$ cat src/rtl/xgmac_pkg.sv
`default_nettype none
// ============================================================================
//  Module   : xgmac_pkg
//  Purpose  : Shared constants for the XGMAC IPIF register block: register
//             byte offsets, interrupt bit indices and FSM state encoding.
//  Revision : 1.0 - initial release
// ============================================================================
package xgmac_pkg;

    // Register byte offsets (11-bit IPIF address space)
    localparam logic [10:0] c_addr_id         = 11'h000;
    localparam logic [10:0] c_addr_ctrl       = 11'h004;
    localparam logic [10:0] c_addr_status     = 11'h008;
    localparam logic [10:0] c_addr_int_status = 11'h00C;
    localparam logic [10:0] c_addr_int_enable = 11'h010;
    localparam logic [10:0] c_addr_scratch    = 11'h014;
    localparam logic [10:0] c_addr_dbg_txd_lo = 11'h020;
    localparam logic [10:0] c_addr_dbg_txd_hi = 11'h024;
    localparam logic [10:0] c_addr_dbg_rxd_lo = 11'h028;
    localparam logic [10:0] c_addr_dbg_rxd_hi = 11'h02C;
    localparam logic [10:0] c_addr_dbg_snap   = 11'h030;
    localparam logic [10:0] c_addr_dbg_ctl    = 11'h034;

    // Interrupt bit positions in INT_STATUS / INT_ENABLE
    localparam int c_int_xgmac   = 0;
    localparam int c_int_rstdone = 1;

    // Bus access FSM encoding
    typedef logic [1:0] state_t;
    localparam state_t c_st_idle   = 2'd0;
    localparam state_t c_st_decode = 2'd1;
    localparam state_t c_st_ack    = 2'd2;
    localparam state_t c_st_wait   = 2'd3;

endpackage : xgmac_pkg
`default_nettype wire

$ cat src/rtl/xgmac_edge_det.sv
`default_nettype none
// ============================================================================
//  Module   : xgmac_edge_det
//  Purpose  : Per-bit rise/fall pulse generator. Compares each input against
//             its value from the previous cycle; pulses are combinational
//             from the registered history.
//  Revision : 1.0 - initial release
// ============================================================================
module xgmac_edge_det #(
    parameter int WIDTH = 2
) (
    input  logic             clk,
    input  logic             rst_n,
    input  logic [WIDTH-1:0] i_din,
    output logic [WIDTH-1:0] o_rise,
    output logic [WIDTH-1:0] o_fall
);

    logic [WIDTH-1:0] r_prev;

    // History register; reset loads the live inputs so no edge fires on release
    always_ff @(posedge clk) begin
        r_prev <= i_din;
        if (!rst_n) begin
            r_prev <= i_din;
        end
    end

    assign o_rise = i_din & ~r_prev;
    assign o_fall = ~i_din & r_prev;

endmodule : xgmac_edge_det
`default_nettype wire

$ cat src/rtl/xgmac_ipif_regs.sv
`default_nettype none
// ============================================================================
//  Module   : xgmac_ipif_regs
//  Purpose  : IPIF slave register block for the XGMAC core: ID, CTRL, STATUS,
//             W1C interrupt status, interrupt enable, scratch, level irq.
//             Optional XGMII debug snapshot registers when the macro
//             XGMAC_DBG_CAPTURE_EN is defined.
//  Revision : 1.0 - initial release
// ============================================================================
module xgmac_ipif_regs
    import xgmac_pkg::*;
#(
    parameter logic [31:0] C_VERSION  = 32'h0100_0000,
    parameter logic [31:0] C_CTRL_RST = 32'h0000_0003
) (
    input  logic        bus2ip_clk,
    input  logic        bus2ip_resetn,
    input  logic        bus2ip_cs,
    input  logic        bus2ip_rnw,
    input  logic [10:0] bus2ip_addr,
    input  logic [31:0] bus2ip_data,
    output logic [31:0] ip2bus_data,
    output logic        ip2bus_rdack,
    output logic        ip2bus_wrack,
    output logic        ip2bus_error,
    input  logic [7:0]  core_status,
    input  logic        resetdone,
    input  logic        xgmacint,
    input  logic [63:0] xgmii_txd_dbg,
    input  logic [63:0] xgmii_rxd_dbg,
    input  logic [7:0]  xgmii_txc_dbg,
    input  logic [7:0]  xgmii_rxc_dbg,
    output logic [31:0] ctrl,
    output logic        irq
);

    state_t      r_state;
    logic        r_cs_d;      // cs last cycle; reset to 1 so a held cs must drop first
    logic [10:0] r_addr;
    logic        r_rnw;
    logic [31:0] r_wdata;
    logic [31:0] r_rdata;
    logic        r_rdack;
    logic        r_wrack;
    logic        r_error;
    logic [31:0] r_ctrl;
    logic [1:0]  r_int_status;
    logic [1:0]  r_int_enable;
    logic [31:0] r_scratch;
    logic        r_irq;

    logic        w_mapped;
    logic        w_err;
    logic [31:0] w_rd_mux;
    logic        w_wr_en;
    logic [1:0]  w_edge_in;
    logic [1:0]  w_rise;
    logic [1:0]  w_fall;
    logic [1:0]  w_int_set;
    logic [1:0]  w_int_clr;

`ifdef XGMAC_DBG_CAPTURE_EN
    logic [63:0] r_dbg_txd;
    logic [63:0] r_dbg_rxd;
    logic [7:0]  r_dbg_txc;
    logic [7:0]  r_dbg_rxc;
`else
    logic        w_unused_dbg;
    assign w_unused_dbg = ^{xgmii_txd_dbg, xgmii_rxd_dbg, xgmii_txc_dbg, xgmii_rxc_dbg};
`endif

    // Register decode and read mux on the captured address
    always_comb begin
        w_mapped = 1'b1;
        w_rd_mux = 32'd0;
        case (r_addr)
            c_addr_id:         w_rd_mux = C_VERSION;
            c_addr_ctrl:       w_rd_mux = r_ctrl;
            c_addr_status:     w_rd_mux = {23'd0, resetdone, core_status};
            c_addr_int_status: w_rd_mux = {30'd0, r_int_status};
            c_addr_int_enable: w_rd_mux = {30'd0, r_int_enable};
            c_addr_scratch:    w_rd_mux = r_scratch;
`ifdef XGMAC_DBG_CAPTURE_EN
            c_addr_dbg_txd_lo: w_rd_mux = r_dbg_txd[31:0];
            c_addr_dbg_txd_hi: w_rd_mux = r_dbg_txd[63:32];
            c_addr_dbg_rxd_lo: w_rd_mux = r_dbg_rxd[31:0];
            c_addr_dbg_rxd_hi: w_rd_mux = r_dbg_rxd[63:32];
            c_addr_dbg_snap:   w_rd_mux = 32'd0;
            c_addr_dbg_ctl:    w_rd_mux = {16'd0, r_dbg_rxc, r_dbg_txc};
`endif
            default:           w_mapped = 1'b0;
        endcase
    end

    assign w_err   = !w_mapped || (r_addr[1:0] != 2'b00);
    assign w_wr_en = (r_state == c_st_decode) && !r_rnw && !w_err;

    // Bus access FSM with request capture and registered acknowledge
    always_ff @(posedge bus2ip_clk) begin
        r_cs_d  <= bus2ip_cs;
        r_rdack <= 1'b0;
        r_wrack <= 1'b0;
        r_error <= 1'b0;
        r_rdata <= 32'd0;
        case (r_state)
            c_st_idle: begin
                if (bus2ip_cs) begin
                    if (r_cs_d) begin
                        r_state <= c_st_wait;
                    end else begin
                        r_state <= c_st_decode;
                        r_addr  <= bus2ip_addr;
                        r_rnw   <= bus2ip_rnw;
                        r_wdata <= bus2ip_data;
                    end
                end
            end
            c_st_decode: begin
                r_state <= c_st_ack;
                r_rdack <= r_rnw;
                r_wrack <= !r_rnw;
                r_error <= w_err;
                r_rdata <= (r_rnw && !w_err) ? w_rd_mux : 32'd0;
            end
            c_st_ack: begin
                r_state <= c_st_wait;
            end
            default: begin
                if (!bus2ip_cs) begin
                    r_state <= c_st_idle;
                end
            end
        endcase
        if (!bus2ip_resetn) begin
            r_state <= c_st_idle;
            r_cs_d  <= 1'b1;
            r_addr  <= 11'd0;
            r_rnw   <= 1'b1;
            r_wdata <= 32'd0;
            r_rdack <= 1'b0;
            r_wrack <= 1'b0;
            r_error <= 1'b0;
            r_rdata <= 32'd0;
        end
    end

    // Interrupt edge detection: bit0 on xgmacint rise, bit1 on resetdone fall
    assign w_edge_in[c_int_xgmac]   = xgmacint;
    assign w_edge_in[c_int_rstdone] = resetdone;

    xgmac_edge_det #(
        .WIDTH (2)
    ) u_edge_det (
        .clk    (bus2ip_clk),
        .rst_n  (bus2ip_resetn),
        .i_din  (w_edge_in),
        .o_rise (w_rise),
        .o_fall (w_fall)
    );

    assign w_int_set[c_int_xgmac]   = w_rise[c_int_xgmac];
    assign w_int_set[c_int_rstdone] = w_fall[c_int_rstdone];
    assign w_int_clr = (w_wr_en && r_addr == c_addr_int_status) ? r_wdata[1:0] : 2'b00;

    // Writable registers; a set event beats a same-cycle W1C clear
    always_ff @(posedge bus2ip_clk) begin
        r_int_status <= (r_int_status & ~w_int_clr) | w_int_set;
        r_irq        <= |(r_int_status & r_int_enable);
        if (w_wr_en) begin
            case (r_addr)
                c_addr_ctrl:       r_ctrl       <= r_wdata;
                c_addr_int_enable: r_int_enable <= r_wdata[1:0];
                c_addr_scratch:    r_scratch    <= r_wdata;
                default:           ;
            endcase
        end
        if (!bus2ip_resetn) begin
            r_ctrl       <= C_CTRL_RST;
            r_int_status <= 2'b00;
            r_int_enable <= 2'b00;
            r_scratch    <= 32'd0;
            r_irq        <= 1'b0;
        end
    end

`ifdef XGMAC_DBG_CAPTURE_EN
    // XGMII debug snapshot, taken on any write to the snapshot offset
    always_ff @(posedge bus2ip_clk) begin
        if (w_wr_en && r_addr == c_addr_dbg_snap) begin
            r_dbg_txd <= xgmii_txd_dbg;
            r_dbg_rxd <= xgmii_rxd_dbg;
            r_dbg_txc <= xgmii_txc_dbg;
            r_dbg_rxc <= xgmii_rxc_dbg;
        end
        if (!bus2ip_resetn) begin
            r_dbg_txd <= 64'd0;
            r_dbg_rxd <= 64'd0;
            r_dbg_txc <= 8'd0;
            r_dbg_rxc <= 8'd0;
        end
    end
`endif

    assign ip2bus_data  = r_rdata;
    assign ip2bus_rdack = r_rdack;
    assign ip2bus_wrack = r_wrack;
    assign ip2bus_error = r_error;
    assign ctrl         = r_ctrl;
    assign irq          = r_irq;

endmodule : xgmac_ipif_regs
`default_nettype wire

$ cat config.mk
export PLATFORM = sky130hd
export DESIGN_NAME = xgmac_ipif_regs
export DESIGN_NICKNAME = d
export VERILOG_FILES = /design/src/rtl/xgmac_pkg.sv /design/src/rtl/xgmac_edge_det.sv /design/src/rtl/xgmac_ipif_regs.sv
export SDC_FILE = /design/constraint.sdc
export NUM_CORES = 1
export LEC_CHECK = 0
export BUFFER_PORTS_ARGS = -buffer_cell sky130_fd_sc_hd__buf_2
export CORE_MARGIN = 10
export CORE_UTILIZATION = 53
export CTS_BUF_LIST = sky130_fd_sc_hd__clkbuf_8
export DETAILED_ROUTE_END_ITERATION = 7
export GPL_ROUTABILITY_DRIVEN = 0
export PLACE_DENSITY = 0.88
export RECOVER_POWER = 100
export SLEW_MARGIN = 20
export SYNTH_ARGS = -nofsm -noshare
export SYNTH_HDL_FRONTEND = slang
export SYNTH_SLANG_ARGS = --single-unit
$ cat constraint.sdc
create_clock -name bus2ip_clk -period 2.28 [get_ports bus2ip_clk]
set_input_delay 0.57 -clock bus2ip_clk [delete_from_list [all_inputs] [get_ports bus2ip_clk]]
set_output_delay 0.57 -clock bus2ip_clk [all_outputs]
set_load 0.05 [all_outputs]
==> flow_summary_export.csv <==
group,metric,value,unit
status,status,"completed",
clock_tree,cts_htree_levels,4,
sta,holdWs,0.235,ns
clock_tree,holdBufCountCts,0,
finish,multiInputGateArea,0.00245,mm2
clock_tree,number_of_gates_resized_after_cts,0,
drt,drc,0,
grt,maximum_number_of_pins_on_one_net_before_global_route_repair,151,
clock_tree,post-cts-setup-buffers,0,
yosys,synthesis.instances,626,
yosys,netlist_area,0.00603,mm2
grt,grt_usage,17.5,%
setup_path,arrival,2.34,ns
sta,worst_slew_pin_slew,1.42,ns
sta,share_of_the_clock_period_used_by_the_worst_path,88.6,%
worst_hold_path,hold_path_class,"input port to register",
pwr,sequentialPowerShare,51.0,%
drt,first_pass_iters,5,
grt,grt_pass1_wl,23100,um
yosys,syn_avg_cell_area,9.64,um2
worst_hold_path,holdPathStages,1,
die,fp.dieH,127,um
sta,finalSetupTns,0,ns
sta,timing.final.crit_period,2.02,ns
finish,layout.filler_cells,939,
die,initial_core_utilization,54.9,%
die,die_w,127,um
run,cap_violations,0,
worst_hold_path,hold_path.startpoint,"xgmacint",
die,io_pins,269,
grt,global_route.overflow_total,0,
finish,drive_above_1_share,14.2,%
clock_tree,clk_transition_reported_paths,0.08,ns
setup_path,timing.reg2reg.setup_slack,0.26,ns
finish,diodes,0,
sta,grt_setup_unrepaired,"false",
clock_tree,clk_path_buf_depth,2,
setup_path,critical_path.reg2reg.endpoint,"ctrl[26]",
setup_path,timing.critical_path.from_type,"register",
clock_tree,clock-root-buffer,"sky130_fd_sc_hd__clkbuf_8",
setup_path,reg2reg_from,"r_state[1]",
pwr,power_density,813,mW/mm2
setup_path,critical_path.max_fanout,26,
yosys,yosys_register_bits,153,
setup_path,critical_path.max_stage_delay,0.41,ns
sta,timing.slew.headroom,5.29,%
drt,routedWlPerCell,16.3,um
clock_tree,worstSkewPairLatency,0.45,ns
setup_path,critical_path.n_buffers_inverters,2,
grt,antenna_violations_before_repair,0,
setup_path,worst-setup-path-type,"register to register",
pwr,max-vdd-ir-drop,0.461,mV
sta,slew_violations,0,
setup_path,timing.critical_path.required,2.60,ns
drt,initialDrtViolationCount,341,
sta,max_freq,495,MHz
yosys,synth-seq-area-share,50.8,%
drt,viasPerCell,5.38,
die,dieArea,0.0160,mm2
yosys,yosysWarnings,0,
grt,grt_pass1_vias,4690,
drt,residual_antenna_violating_net_count_after_detailed_routing,0,
finish,syn2layout_area_growth,12.1,%
pwr,p_switching,1.37,mW
clock_tree,cts_inserted_buffers,17,
yosys,ys_types,40,
sta,finClkSkew,0.0120,ns
pwr,clkPwrFrac,38.7,%
placement,place.detailed.hpwl,9970,um
pwr,internal_power,4.13,mW
sta,hold_viol_final,0,
setup_path,kind_of_cell_with_the_highest_combined_delay_on_the_critical_path,"simple AND/OR/NAND/NOR gates",
drt,route.final.wire_length,14400,um
die,floorplan.core_area,0.0110,mm2
setup_path,path_cells,"inv_1 -> ha_1 -> and4bb_2 -> nand4b_4 -> clkbuf_2 -> nand3_1 -> o21ai_0",
pwr,comb_power_share,10.2,%
clock_tree,cts_sinks,153,
pwr,p_sw_share,24.9,%
setup_path,ff2ff_path_depth,7,
sta,final_setup_violation_count,0,
finish,sequential_cell_area,0.00306,mm2
clock_tree,cts_tree,"built",
setup_path,cpMaxStageDelayCell,"sky130_fd_sc_hd__clkbuf_2",
yosys,post_synthesis_net_count,831,
finish,finish.net_count,936,
setup_path,worstSetupEndpointType,"register",
pwr,leakage,2.36,nW
placement,number_of_buffer_cells_added_on_primary_ports,124,
die,row_count,38,
worst_hold_path,min_delay_worst_endpoint,"u_edge_det.r_prev[0]",
drt,vias,4752,
power groups by stage:
stage / logic, mW / clock network (mW) / registers (mW)
after floorplan: 0.420 / 0 / 2.88
after global placement: 0.559 / 0 / 2.86
after detailed placement: 0.584 / 0 / 2.86
after CTS: 0.588 / 2.17 / 2.80
after global routing: 0.618 / 2.27 / 2.81
final: 0.562 / 2.13 / 2.80
cell usage in the layout, fill, tap and decap left out, drive strengths merged, types with 9 or more instances in the layout:
| cell | n |
|---|---|
| dfxtp | 153 |
| nand2 | 130 |
| clkbuf | 93 |
| nand3 | 65 |
| o21ai | 65 |
| buf | 64 |
| a21boi | 44 |
| mux2i | 37 |
| nor3 | 24 |
| inv | 9 |
| nor2b | 9 |
how the worst max path moves through the flow:
stage / to / cells past startpoint / start / slack [ns]
after floorplan: ctrl[24] / 7 / r_state[1] / 0.71
after global placement: ip2bus_data[24] / 4 / r_addr[5] / 0.45
after detailed placement: ip2bus_data[30] / 6 / r_state[1] / 0.41
after CTS: ip2bus_data[30] / 6 / r_state[1] / 0.39
after global routing: ctrl[20] / 6 / r_state[0] / 0.12
final: ctrl[26] / 7 / r_state[1] / 0.26
Yosys cell counts, drive strengths merged:
library cell / count / area (um2)
a21boi: 44 / 330
mux2: 2 / 22.5
nor3b: 1 / 12.5
and3: 3 / 18.8
a31oi: 1 / 6.26
dfxtp: 153 / 3060
nand3: 65 / 343
and3b: 1 / 8.76
o22ai: 2 / 12.5
a21oi: 5 / 25.0
nand4b: 2 / 32.5
inv: 4 / 15.0
nor2: 5 / 18.8
nor4: 3 / 48.8
a32oi: 2 / 17.5
mux2i: 37 / 370
and4b: 1 / 10.0
nand2: 130 / 488
nand4: 1 / 21.3
buf: 34 / 285
nor2b: 9 / 56.3
a22oi: 2 / 15.0
nor3: 24 / 225
o2bb2ai: 7 / 61.3
ha: 4 / 50.1
nand3b: 1 / 7.51
and4bb: 2 / 25.0
o21ai: 65 / 382
clkbuf: 16 / 60.1
cell type report:
cell class	count	share of cell area [%]
tap	140	2.59
clock inverter	11	1.93
multi-input combinational	419	36.3
clock buffer	21	4.28
sequential	153	45.3
timing repair buffer	136	9.37
inverter	4	0.222
state kept, by name, indices dropped and copies added, names as in the netlist, 2 cells and up:
name and flops:
ctrl 32, ip2bus_data 32, r_addr 11, r_int_enable 2, r_int_status 2, r_scratch 32, r_state 2, r_wdata 32
u_edge_det.r_prev 2
worst register-to-register path, stage by stage, from the launching register on:
cell,delay [ns]
sky130_fd_sc_hd__dfxtp_1,0.34
sky130_fd_sc_hd__inv_1,0.09
sky130_fd_sc_hd__ha_1,0.18
sky130_fd_sc_hd__and4bb_2,0.31
sky130_fd_sc_hd__nand4b_4,0.25
sky130_fd_sc_hd__clkbuf_2,0.41
sky130_fd_sc_hd__nand3_1,0.20
sky130_fd_sc_hd__o21ai_0,0.12
kinds of logic (layout without fill, tap and decap cells):
| family | after synthesis | after routing | synth area share, % |
|---|---|---|---|
| AOI/OAI and AO/OA | 128 | 128 | 14.1 |
| buffers and inverters | 54 | 172 | 5.97 |
| DFF | 153 | 153 | 50.8 |
| muxes | 39 | 39 | 6.51 |
| adders and majority gates | 4 | 4 | 0.830 |
| and+or+nand+nor | 248 | 248 | 21.8 |
through the flow:
stage                     power (mW)  instance area, um2  utilization (%)  setup WS, ns  std cells
after floorplan                 3.30                6030                -         0.712        626
after global placement          3.42                6610             60.2         0.452        852
after detailed placement        3.45                6610             60.2         0.413        852
after CTS                       5.56                7030             64.0         0.385        884
after global routing            5.70                6760             61.5         0.123        884
final                           5.49                6760             61.5         0.260        884
metal layers:
layer,global-route usage (%),vias to the layer above,wire length (um)
met5,0,-,0
met4,7.50,0,267
met3,5.62,23,878
met2,29.0,139,6980
met1,20.3,2237,6280
li1,-,2353,-
No activity file was read; power rests on OpenSTA's default activity.
